--- config.mk ---
export PLATFORM = sky130hd
export DESIGN_NAME = pipeline_controller
export DESIGN_NICKNAME = d
export VERILOG_FILES = /design/src/rtl/pipeline_controller.sv
export SDC_FILE = /design/constraint.sdc
export NUM_CORES = 1
export LEC_CHECK = 0
export BUFFER_PORTS_ARGS = -buffer_cell sky130_fd_sc_hd__buf_2
export CORE_MARGIN = 2
export CORE_UTILIZATION = 57
export CTS_BUF_LIST = sky130_fd_sc_hd__clkbuf_8
export CTS_CLUSTER_DIAMETER = 60
export DETAILED_ROUTE_END_ITERATION = 8
export GPL_TIMING_DRIVEN = 0
export PLACE_DENSITY = 0.83
export SYNTH_ARGS = -nofsm -noshare
export SYNTH_HDL_FRONTEND = slang
export SYNTH_SLANG_ARGS = --single-unit
--- constraint.sdc ---
create_clock -name clk -period 3.3 [get_ports clk]
set_input_delay 0 -clock clk [delete_from_list [all_inputs] [get_ports clk]]
set_output_delay 0 -clock clk [all_outputs]
set_load 0.01 [all_outputs]
--- src/rtl/pipeline_controller.sv ---
// rtl/pipeline_controller.sv - PC owner, issue gating, register scoreboard and stall watchdog
// Optional build macro: PIPECTL_PERF_EN adds perf_issued/perf_stalls counters.
module pipeline_controller #(
  parameter logic [15:0] RESET_PC      = 16'h0000,
  parameter int          STALL_TIMEOUT = 15
) (
  input  logic        clk,
  input  logic        reset,
  input  logic        start,
  input  logic        dec_valid,
  input  logic [2:0]  dec_rs1,
  input  logic [2:0]  dec_rs2,
  input  logic        dec_use_rs2,
  input  logic [2:0]  dec_rd,
  input  logic        dec_wr,
  input  logic        dec_halt,
  input  logic        wb_valid,
  input  logic [2:0]  wb_rd,
  output logic [15:0] pc,
  output logic        pc_en,
  output logic        issue,
  output logic        stall,
  output logic        halted,
  output logic        timeout,
  output logic [7:0]  pending
`ifdef PIPECTL_PERF_EN
  ,
  output logic [15:0] perf_issued,
  output logic [15:0] perf_stalls
`endif
);

  localparam logic [1:0] S_IDLE  = 2'd0;
  localparam logic [1:0] S_RUN   = 2'd1;
  localparam logic [1:0] S_STALL = 2'd2;
  localparam logic [1:0] S_HALT  = 2'd3;

  localparam logic [7:0] TIMEOUT_CNT = 8'(STALL_TIMEOUT);

  logic [1:0] state;
  logic [1:0] state_nxt;
  logic [7:0] stall_cnt;
  logic [7:0] wb_mask;
  logic [7:0] set_mask;
  logic [7:0] p_eff;
  logic       hazard;
  logic       restart;
  logic       wd_fire;

  // A writeback landing this cycle already clears its bit for hazard purposes.
  assign wb_mask  = wb_valid ? (8'b1 << wb_rd) : 8'b0;
  assign set_mask = (issue & dec_wr) ? (8'b1 << dec_rd) : 8'b0;
  assign p_eff    = pending & ~wb_mask;
  assign hazard   = dec_valid & (p_eff[dec_rs1] | (dec_use_rs2 & p_eff[dec_rs2]) | (dec_wr & p_eff[dec_rd]));
  assign restart  = start & ((state == S_IDLE) | (state == S_HALT));
  assign halted   = (state == S_HALT);

  // Next state and the combinational fetch/issue/stall enables.
  always_comb begin
    state_nxt = state;
    pc_en     = 1'b0;
    issue     = 1'b0;
    stall     = 1'b0;
    wd_fire   = 1'b0;
    case (state)
      S_IDLE, S_HALT: begin
        if (start) state_nxt = S_RUN;
      end
      S_RUN: begin
        if (dec_valid & dec_halt) begin
          state_nxt = S_HALT;
        end else if (hazard) begin
          stall     = 1'b1;
          state_nxt = S_STALL;
        end else begin
          pc_en = 1'b1;
          issue = dec_valid;
        end
      end
      S_STALL: begin
        if (hazard) begin
          stall = 1'b1;
          if (stall_cnt == TIMEOUT_CNT) begin
            state_nxt = S_HALT;
            wd_fire   = 1'b1;
          end
        end else begin
          pc_en     = 1'b1;
          issue     = dec_valid;
          state_nxt = S_RUN;
        end
      end
      default: state_nxt = S_IDLE;
    endcase
  end

  // Registered state: FSM, PC, scoreboard, watchdog counter and sticky timeout flag.
  always_ff @(posedge clk or posedge reset) begin
    if (reset) begin
      state     <= S_IDLE;
      pc        <= RESET_PC;
      pending   <= 8'b0;
      timeout   <= 1'b0;
      stall_cnt <= 8'd0;
    end else begin
      state <= state_nxt;
      if (restart) begin
        pc        <= RESET_PC;
        pending   <= 8'b0;
        timeout   <= 1'b0;
        stall_cnt <= 8'd0;
      end else begin
        if (pc_en) pc <= pc + 16'd1;
        pending <= (pending & ~wb_mask) | set_mask;
        if (wd_fire) timeout <= 1'b1;
        if (stall & (state == S_RUN)) stall_cnt <= 8'd1;
        else if (stall & ~wd_fire)    stall_cnt <= stall_cnt + 8'd1;
        else                          stall_cnt <= 8'd0;
      end
    end
  end

`ifdef PIPECTL_PERF_EN
  // Saturating issue and stall cycle counters, cleared on reset and start.
  always_ff @(posedge clk or posedge reset) begin
    if (reset) begin
      perf_issued <= 16'd0;
      perf_stalls <= 16'd0;
    end else if (restart) begin
      perf_issued <= 16'd0;
      perf_stalls <= 16'd0;
    end else begin
      if (issue && perf_issued != 16'hFFFF) perf_issued <= perf_issued + 16'd1;
      if (stall && perf_stalls != 16'hFFFF) perf_stalls <= perf_stalls + 16'd1;
    end
  end
`endif

endmodule
==> results.md, run 1 <==
- Clk pwr share: 24.5%
- Die Footprint: 4360 µm²
- Fin nets: 321
- Clock Skew: 0.00593 ns
- CTS Buf Count: 5
- Place WS: 0.724 ns
- Top cell type's share of synthesized area: 40.0%
- Sw Share: 39.7%
- Core area: 3690 µm²
- PwrDens: 538 nW/µm²
- H-tree Lvls: 2
- I/O pins: 49
- Async SR Flop Fraction: 100%
- Synthesis-stage register bit count: 35
- Share of cells above drive strength 1: 20.9%
- Worst-Margin Slew: 0.734 ns
- Post-synth EDFFs: 0
- Cell count after synthesis: 242
- CP max FO: 10
- Die Y-Extent: 66.0 µm
- Register-to-register setup slack: 0.84 ns
- Post-Route Setup TNS: 0 ns
- Relative slew margins: 51.0%
- Final hold violations: 0
- Clk pin slew, worst setup/hold paths: 0.07 ns
- Leak Pwr: 1.26 nW
- DR WL/cell: 15.3 µm
- NetSw: 554 µW
- Horiz. Die Dim: 66.0 µm
- Cell taking the most area after synthesis: dfrtp_1
- Reg2reg path depth: 8
- Setup crit end kind: flop
- Port buffer count: 46
- Crit path time final: 2.46 ns
- Reg-to-Reg Start: state[1]
- Initial Util: 59.4%
- Crit start category: flop
- Area grow syn2layout: 18.3%
- Syn Nets: 267
- # Max-Cap Violations: 0
- Via count: 2059
- Commonest non-fill, non-tap cell in the layout: buf_2
- Fmax: 406 MHz
- Yosys Warn Count: 0
- First DRT Iteration DRCs: 125
- Global route overflow: 0
- Synth area leaders: dfrtp_1 40%, nand2_1 4.1%, and3_1 3.4%
- Setup Crit Path Kind: reg2reg
- Antenna Nets Post-Route: 0
- Vias in the first global route: 1924
- Sequential Power Share: 36.0%
- Mux share of post-synthesis cell area: 6.80%
- Largest net degree at the start of global routing: 36
- Worst-skew pair later-pin latency: 0.29 ns
- Netlist cell types: 50
- Post-DR vias/cell: 5.97
- Critical Path Start: state[1]
- Post-Synth Adder-Cell Area: 2.86%
- Largest family of logic cells by synthesized area: simple AND/OR/NAND/NOR gates
- RePlAce Congestion: 0.850
- FP Rows: 22
- Clk buf depth: 2
- CTS root buf: clkbuf_8
- Worst Path Required: 3.44 ns
- Worst setup path end: pc[7]
- CTS sink cnt: 35
- Synth Area in XOR/XNOR: 2.40%
- Hold path depth: 3
- Drt total wl: 5280 µm
- RSZ-0062 raised after global routing: no
- RR Endpoint: pc[7]
- Hold Crit Class: in2reg
- CTS tree: done
- VDD IR max: 353 µV
- Total GRT Usage: 25.9%
- Internal Power: 841 µW
- Post-CTS Resized: 0
- Top FF cell, synth: dfrtp_1
- Residual DRC: 0
- HPWL Detailed: 3850 µm
- Tcrit/Tclk final: 74.7%
- Synthesized area: 2190 µm²
- Synth Area in Simple Gates: 27.2%
- Status: complete, no violations
- Post-synthesis compound-gate area fraction: 15.6%
- CP arrival: 2.60 ns
- Final WS setup: 0.836 ns
- Slew Viols, Final: 0
- Sequential cell area fraction in the yosys report: 40.0%
- Diode count: 0
- Commonest cells after routing, fill and taps aside: 47 x buf_2, 35 x dfrtp_1, 24 x nand2_1
- Design Power: 1.39 mW
- TritonRoute pass-1 iters: 4
- # setup viols final: 0
- Gate power share: 39.5%
- Initial antenna violation count: 0
- Post-synthesis area per instance: 9.05 µm²
- First-pass GRT wire length: 8630 µm
-- kinds of logic (layout without fill, tap and decap cells) --
| family | count (synthesis) | count (layout) |
|---|---|---|
| flops | 35 | 35 |
| buf+inv | 28 | 83 |
| compound gates | 47 | 47 |
| simple gates | 110 | 110 |
| mux | 11 | 11 |
| fa+ha+maj | 5 | 5 |
| xor+xnor | 6 | 6 |
-- synth_stat cells (2+ instances only) --
cell type,instances
nor2b_1,7
nand3_1,13
buf_1,2
xnor2_1,4
nand2_1,24
o31ai_1,3
mux2i_1,7
and3_1,12
nor3_1,4
nand2b_1,5
nand4b_1,3
ha_1,5
or4_1,7
o32ai_1,2
a221o_1,2
inv_1,19
and2_1,4
nand4bb_1,2
dfrtp_1,35
o21ai_0,4
nor2_1,19
mux4_2,3
a21oi_1,8
o221ai_1,4
o211ai_1,3
nand4_1,5
o22ai_1,6
a32oi_1,2
clkbuf_1,5
xor2_1,2
a41o_1,2
-- power groups by stage --
stage / Clock (mW) / Combinational [mW] / Sequential (mW)
after floorplan: 0 / 0.378 / 0.513
after global placement: 0 / 0.535 / 0.507
after detailed placement: 0 / 0.546 / 0.509
after CTS: 0.347 / 0.550 / 0.501
after global routing: 0.365 / 0.618 / 0.508
final: 0.342 / 0.551 / 0.502
-- state kept, by name (all words and copies together), names as in the netlist --
signal,cells
state,2
pc,16
pending,8
timeout,1
stall_cnt,8
-- repair_timing --
item / 4_1_cts / 5_1_grt
hold buffers: 0 / 1
buffers inserted: 0 / 0
hold endpoints to repair: 0 / 35
-- worst min-delay path by stage --
stage	startpoint	to
6_report	dec_halt	state[0]
5_1_grt	dec_halt	state[0]
4_1_cts	dec_halt	state[0]
3_5_place_dp	dec_halt	state[0]
3_3_place_gp	dec_halt	state[0]
2_1_floorplan	dec_valid	issue
-- per-stage QoR --
stage / hold WS, ns / cells / area [µm²] / utilization, %
after floorplan: 0.109 / 242 / 2190 / -
after global placement: 0.331 / 336 / 2480 / 67.3
after detailed placement: 0.324 / 336 / 2480 / 67.3
after CTS: 0.0262 / 344 / 2580 / 70.0
after global routing: 0.101 / 345 / 2590 / 70.3
final: 0.0368 / 345 / 2590 / 70.3
-- worst max-delay path, stage by stage (launching register included) --
cell and delay (ns):
dfrtp_1 0.41, inv_1 0.09, ha_1 0.24, a21boi_0 0.25, nor2_1 0.07, or2_2 0.28, clkbuf_1 0.23, o21ai_1 0.52
o221ai_1 0.22
-- layer usage --
layer	GRT usage (%)	wire, µm
met3	6.30	288
met5	0	0
met2	42.0	2580
met1	32.9	2330
met4	11.5	80
-- area by class of cell --
| cell class | count | area (µm²) |
|---|---|---|
| multi-input combinational | 179 | 1200 |
| fill | 304 | 1100 |
| sequential | 35 | 876 |
| timing repair buffer | 47 | 240 |
| clock buffer | 7 | 96.3 |
| inverter | 19 | 71.3 |
| tap | 48 | 60.1 |
| buffer | 9 | 42.5 |
| clock inverter | 1 | 3.75 |
(Power assumes the default switching activity.)
==> inputs of run 2 (changes only) <==
CORE_UTILIZATION = 51   (was 57)
PLACE_DENSITY = 0.79   (was 0.83)
clock period = 2.25 ns   (was 3.3 ns; I/O delays follow)
==> results.md, run 2 (synthesis results as in run 1) <==
- Status: finished, violations left
- Failing checks: negative setup slack
- Vias in the first global route: 2050
- RR Endpoint: state[1]
- Worst Hold Path EP: state[0]
- # Max-Cap Violations: 0
- Diode count: 0
- CP max FO: 4
- Seq. cell area: 876 µm²
- Worst-skew pair later-pin latency: 0.28 ns
- Reg-to-Reg Start: pending[6]
- Initial antenna violation count: 0
- Tcrit/Tclk final: 102%
- H-tree Lvls: 2
- Initial Util: 54.0%
- First DRT Iteration DRCs: 202
- Die Y-Extent: 69.5 µm
- Port buffer count: 46
- CTS sink cnt: 35
- # setup viols final: 3
- DR WL/cell: 16.1 µm
- Clk buf depth: 2
- Reg with most FFs: pc
- Hold_sp: dec_halt
- Place WS: -0.389 ns
- Finished Layout Cells: 349
- Hold path depth: 3
- Multi-input logic area: 1310 µm²
- Global route overflow: 0
- Biggest regs: pc x16, pending x8, stall_cnt x8
- Clk pin slew, worst setup/hold paths: 0.07 ns
- Hold Crit Class: in2reg
- Commonest non-fill, non-tap cell in the layout: buf_2
- Clock Skew: 0.00446 ns
- CTS tree: done
- Relative slew margins: 51.1%
- PwrDens: 771 nW/µm²
- FP Rows: 23
- Setup Crit Path Kind: reg2reg
- Final WS setup: -0.0426 ns
- Fmax: 436 MHz
- Residual DRC: 0
- Final hold violations: 0
- Max reg flops: 16
- Slew Viols, Final: 0
- Crit start category: flop
- Drt total wl: 5620 µm
- TritonRoute pass-1 iters: 4
- CTS Buf Count: 5
- Leak Pwr: 1.29 nW
- Post-DR vias/cell: 6.00
- Die Footprint: 4840 µm²
- I/O pins: 49
- Via count: 2095
- Post-route cell area: 2720 µm²
- CTS root buf: clkbuf_8
- Filler cells: 332
- RePlAce Congestion: 0.844
- Core area: 4060 µm²
- RSZ-0062 raised after global routing: yes
- Register-to-register setup slack: -0.04 ns
- Worst Path Required: 2.42 ns
- CP arrival: 2.46 ns
- Fin nets: 325
- Reg2reg path depth: 6
- HPWL Detailed: 3940 µm
- Antenna Nets Post-Route: 0
- Area grow syn2layout: 24.2%
- Worst-Margin Slew: 0.733 ns
- Share of cells above drive strength 1: 29.4%
- First-pass GRT wire length: 9540 µm
- Crit path time final: 2.29 ns
- Placed Instance Area: 2480 µm²
- Commonest cells after routing, fill and taps aside: 46 x buf_2, 35 x dfrtp_1, 21 x nand2_1
- Largest net degree at the start of global routing: 36
- Total GRT Usage: 24.5%
- Setup crit end kind: flop
- Horiz. Die Dim: 69.5 µm
- VDD IR max: 402 µV
- Placed cell count: 338
## run 2: cell types whose count changed in the layout (fill, tap and decap cells not counted), sizes merged
cell / change
clkbuf: -4
buf: +6
## run 2: metal layers
metal / vias up / wire length, µm / GRT usage [%]
li1: 1008 / - / -
met1: 994 / 2380 / 31.3
met2: 83 / 2790 / 40.6
met3: 10 / 383 / 6.40
met4: 0 / 71 / 7.84
met5: - / 0 / 0
## run 2: worst max-delay path by stage
stage	start	end	slack [ns]	cells after the start
final	pending[6]	state[1]	-0.04	6
after global routing	pending[6]	state[1]	-0.11	6
after CTS	pending[6]	stall_cnt[5]	0.009	6
after detailed placement	wb_rd[1]	pc[5]	-0.39	8
after global placement	wb_rd[1]	pc[7]	-0.33	8
after floorplan	state[1]	pending[4]	0.05	9
## run 2: critical path: stages, from the launching register on
cell and delay, ns:
dfrtp_1 0.37, nand2_1 0.11, mux4_2 0.52, mux2i_4 0.26, o31a_1 0.24, mux2_2 0.37, a221o_1 0.31
## run 2: timing repair
action                                 in CTS  in global routing
gates cloned                                0                  0
hold buffers                                0                  1
pin swaps                                   0                  8
gates resized for setup                    12                 19
endpoints found under the hold margin       0                 35
setup endpoints to repair                  30                 29
setup buffers                               1                  5
## run 2: final cells by class
| cell class | count | area share, % |
|---|---|---|
| plain buffers | 7 | 1.52 |
| clock buffers | 5 | 2.53 |
| clock inverters | 1 | 0.138 |
| inverters | 19 | 2.62 |
| multi-input cells | 179 | 48.2 |
| flip-flops and latches | 35 | 32.2 |
| well taps | 50 | 2.30 |
| repair buffers | 53 | 10.5 |
## run 2: metrics by stage
step	util [%]	hold WS [ns]	setup TNS [ns]	power, mW
floorplan	-	0.109	0	1.31
CTS	64.3	0.0802	0	2.03
global placement	61.2	0.373	-6.36	1.53
global route	67.1	0.105	-0.971	2.24
finish	67.1	0.105	-0.0969	2.10
detailed placement	61.2	0.363	-7.93	1.56
## run 2: power by group
| part | switching (mW) | internal [mW] |
|---|---|---|
| Combinational | 0.593 | 0.351 |
| Clock | 0.209 | 0.202 |
| Sequential | 0.0612 | 0.683 |
==> inputs of run 3 (changes only) <==
GPL_TIMING_DRIVEN = 1   (was 0)
==> results.md, run 3 (synthesis results as in run 1) <==
- Die Y-Extent: 69.5 µm
- Initial Util: 54.0%
- HPWL Detailed: 4270 µm
- First-pass GRT wire length: 9830 µm
- # Max-Cap Violations: 0
- Via count: 2222
- Residual DRC: 0
- Post-Route Setup TNS: 0 ns
- Clk pin slew, worst setup/hold paths: 0.07 ns
- NetSw: 931 µW
- Tcrit/Tclk final: 99.1%
- Internal Power: 1.44 mW
- Hold Crit Class: in2reg
- Status: complete, no violations
- Slew Viols, Final: 0
- Port buffer count: 48
- Share of cells above drive strength 1: 33.9%
- # setup viols final: 0
- RePlAce Congestion: 0.932
- Vias in the first global route: 2097
- CP arrival: 2.40 ns
- Final hold violations: 0
- Commonest non-fill, non-tap cell in the layout: buf_2
- DR WL/cell: 16.6 µm
- Max reg flops: 16
- Reg with most FFs: pc
- Setup Crit Path Kind: in2reg
- Relative slew margins: 67.8%
- CTS sink cnt: 35
- Worst-skew pair later-pin latency: 0.29 ns
- Drt total wl: 6240 µm
- Commonest cells after routing, fill and taps aside: 47 x buf_2, 35 x dfrtp_1, 32 x buf_4
- Sequential Power Share: 30.8%
- Biggest regs: pc x16, pending x8, stall_cnt x8
- Sw Share: 39.2%
- Antenna Nets Post-Route: 0
- CTS Buf Count: 5
- Fmax: 449 MHz
- VDD IR max: 475 µV
- CP max FO: 8
- Leak Pwr: 1.44 nW
- Core area: 4060 µm²
- Largest net degree at the start of global routing: 36
- Crit path time final: 2.23 ns
- Die Footprint: 4840 µm²
- FP Rows: 23
- CTS root buf: clkbuf_8
- Global route overflow: 0
- Horiz. Die Dim: 69.5 µm
- Worst Path Required: 2.42 ns
- Gate power share: 47.6%
- Crit start category: primary input
- TritonRoute pass-1 iters: 4
- Fin nets: 351
- Clk pwr share: 21.6%
- PwrDens: 798 nW/µm²
- Total GRT Usage: 25.0%
- I/O pins: 49
- Setup crit end kind: flop
- CTS tree: done
- H-tree Lvls: 2
- Clock Skew: 0.00937 ns
- Initial antenna violation count: 0
- Clk buf depth: 2
- Diode count: 0
- First DRT Iteration DRCs: 145
- Worst-Margin Slew: 0.483 ns
- Area grow syn2layout: 35.8%
- Post-DR vias/cell: 5.89
- Final core occ: 73.3%
## run 3: cell types whose count changed in the layout (fill, tap and decap cells not counted), sizes merged
| cell | before | now |
|---|---|---|
| clkinvlp | 0 | 1 |
| clkbuf | 8 | 7 |
| inv | 20 | 19 |
| o31a | 1 | 2 |
| buf | 56 | 84 |
## run 3: area by class of cell
class	instances	area, µm²
repair buffers	85	542
well taps	50	62.6
flip-flops and latches	35	876
multi-input cells	180	1320
fillers	312	1080
clock inverters	1	7.51
inverters	19	71.3
clock buffers	7	96.3
## run 3: timing repair
item                       in CTS  in global routing
gates cloned                    1                  0
pin swaps                       3                  3
setup buffers                   4                  3
resized for setup               7                 18
hold endpoints to repair       35                  0
hold buffers                    1                  0
setup endpoints to repair       7                 19
## run 3: final timing paths
check                                   to  startpoint  cells past startpoint  slack [ns]
worst max-delay path            pending[4]    wb_rd[1]                     11        0.02
worst min-delay path            pending[0]   dec_rd[0]                      2        0.06
worst max register to register       pc[3]  pending[2]                      8        0.03
worst min register to register     timeout     timeout                      2        0.51
max in group asynchronous          timeout       reset                      4        1.56
min in group asynchronous            pc[1]       reset                      4        0.37
## run 3: power groups by stage
stage	combinational, mW	sequential (mW)	clock (mW)
final	1.13	0.730	0.513
after global routing	1.23	0.740	0.550
after detailed placement	0.968	0.741	0
after CTS	1.01	0.729	0.516
after floorplan	0.555	0.752	0
after global placement	0.946	0.738	0
## run 3: critical path: stages
cell and delay (ns):
buf_2 0.14, or4bb_1 0.56, nand2_1 0.15, mux4_2 0.28
mux2i_4 0.08, buf_6 0.13, buf_4 0.14, nor4_2 0.29
buf_4 0.17, nand3_1 0.13, o32ai_1 0.32
## run 3: metal layers
layer	up-vias	global-route usage [%]	wire length [µm]	part of all wire, %
li1	1062	-	-	-
met1	1061	33.5	2680	43
met2	89	41.6	3070	49
met3	10	3.92	397	6.4
met4	0	8.28	94	1.5
met5	-	0	0	0
## run 3: stage by stage
stage | area (µm²) | hold WS (ns) | instances | worst slack, ns | power [mW]
after global routing | 2970 | 0.0596 | 377 | -0.0761 | 2.52
after CTS | 2860 | 0.0326 | 374 | 0.00294 | 2.25
final | 2970 | 0.0568 | 377 | 0.0209 | 2.37
after detailed placement | 2680 | 0.138 | 361 | -0.246 | 1.71
after global placement | 2680 | 0.117 | 361 | -0.167 | 1.68
after floorplan | 2190 | 0.109 | 242 | 0.0481 | 1.31
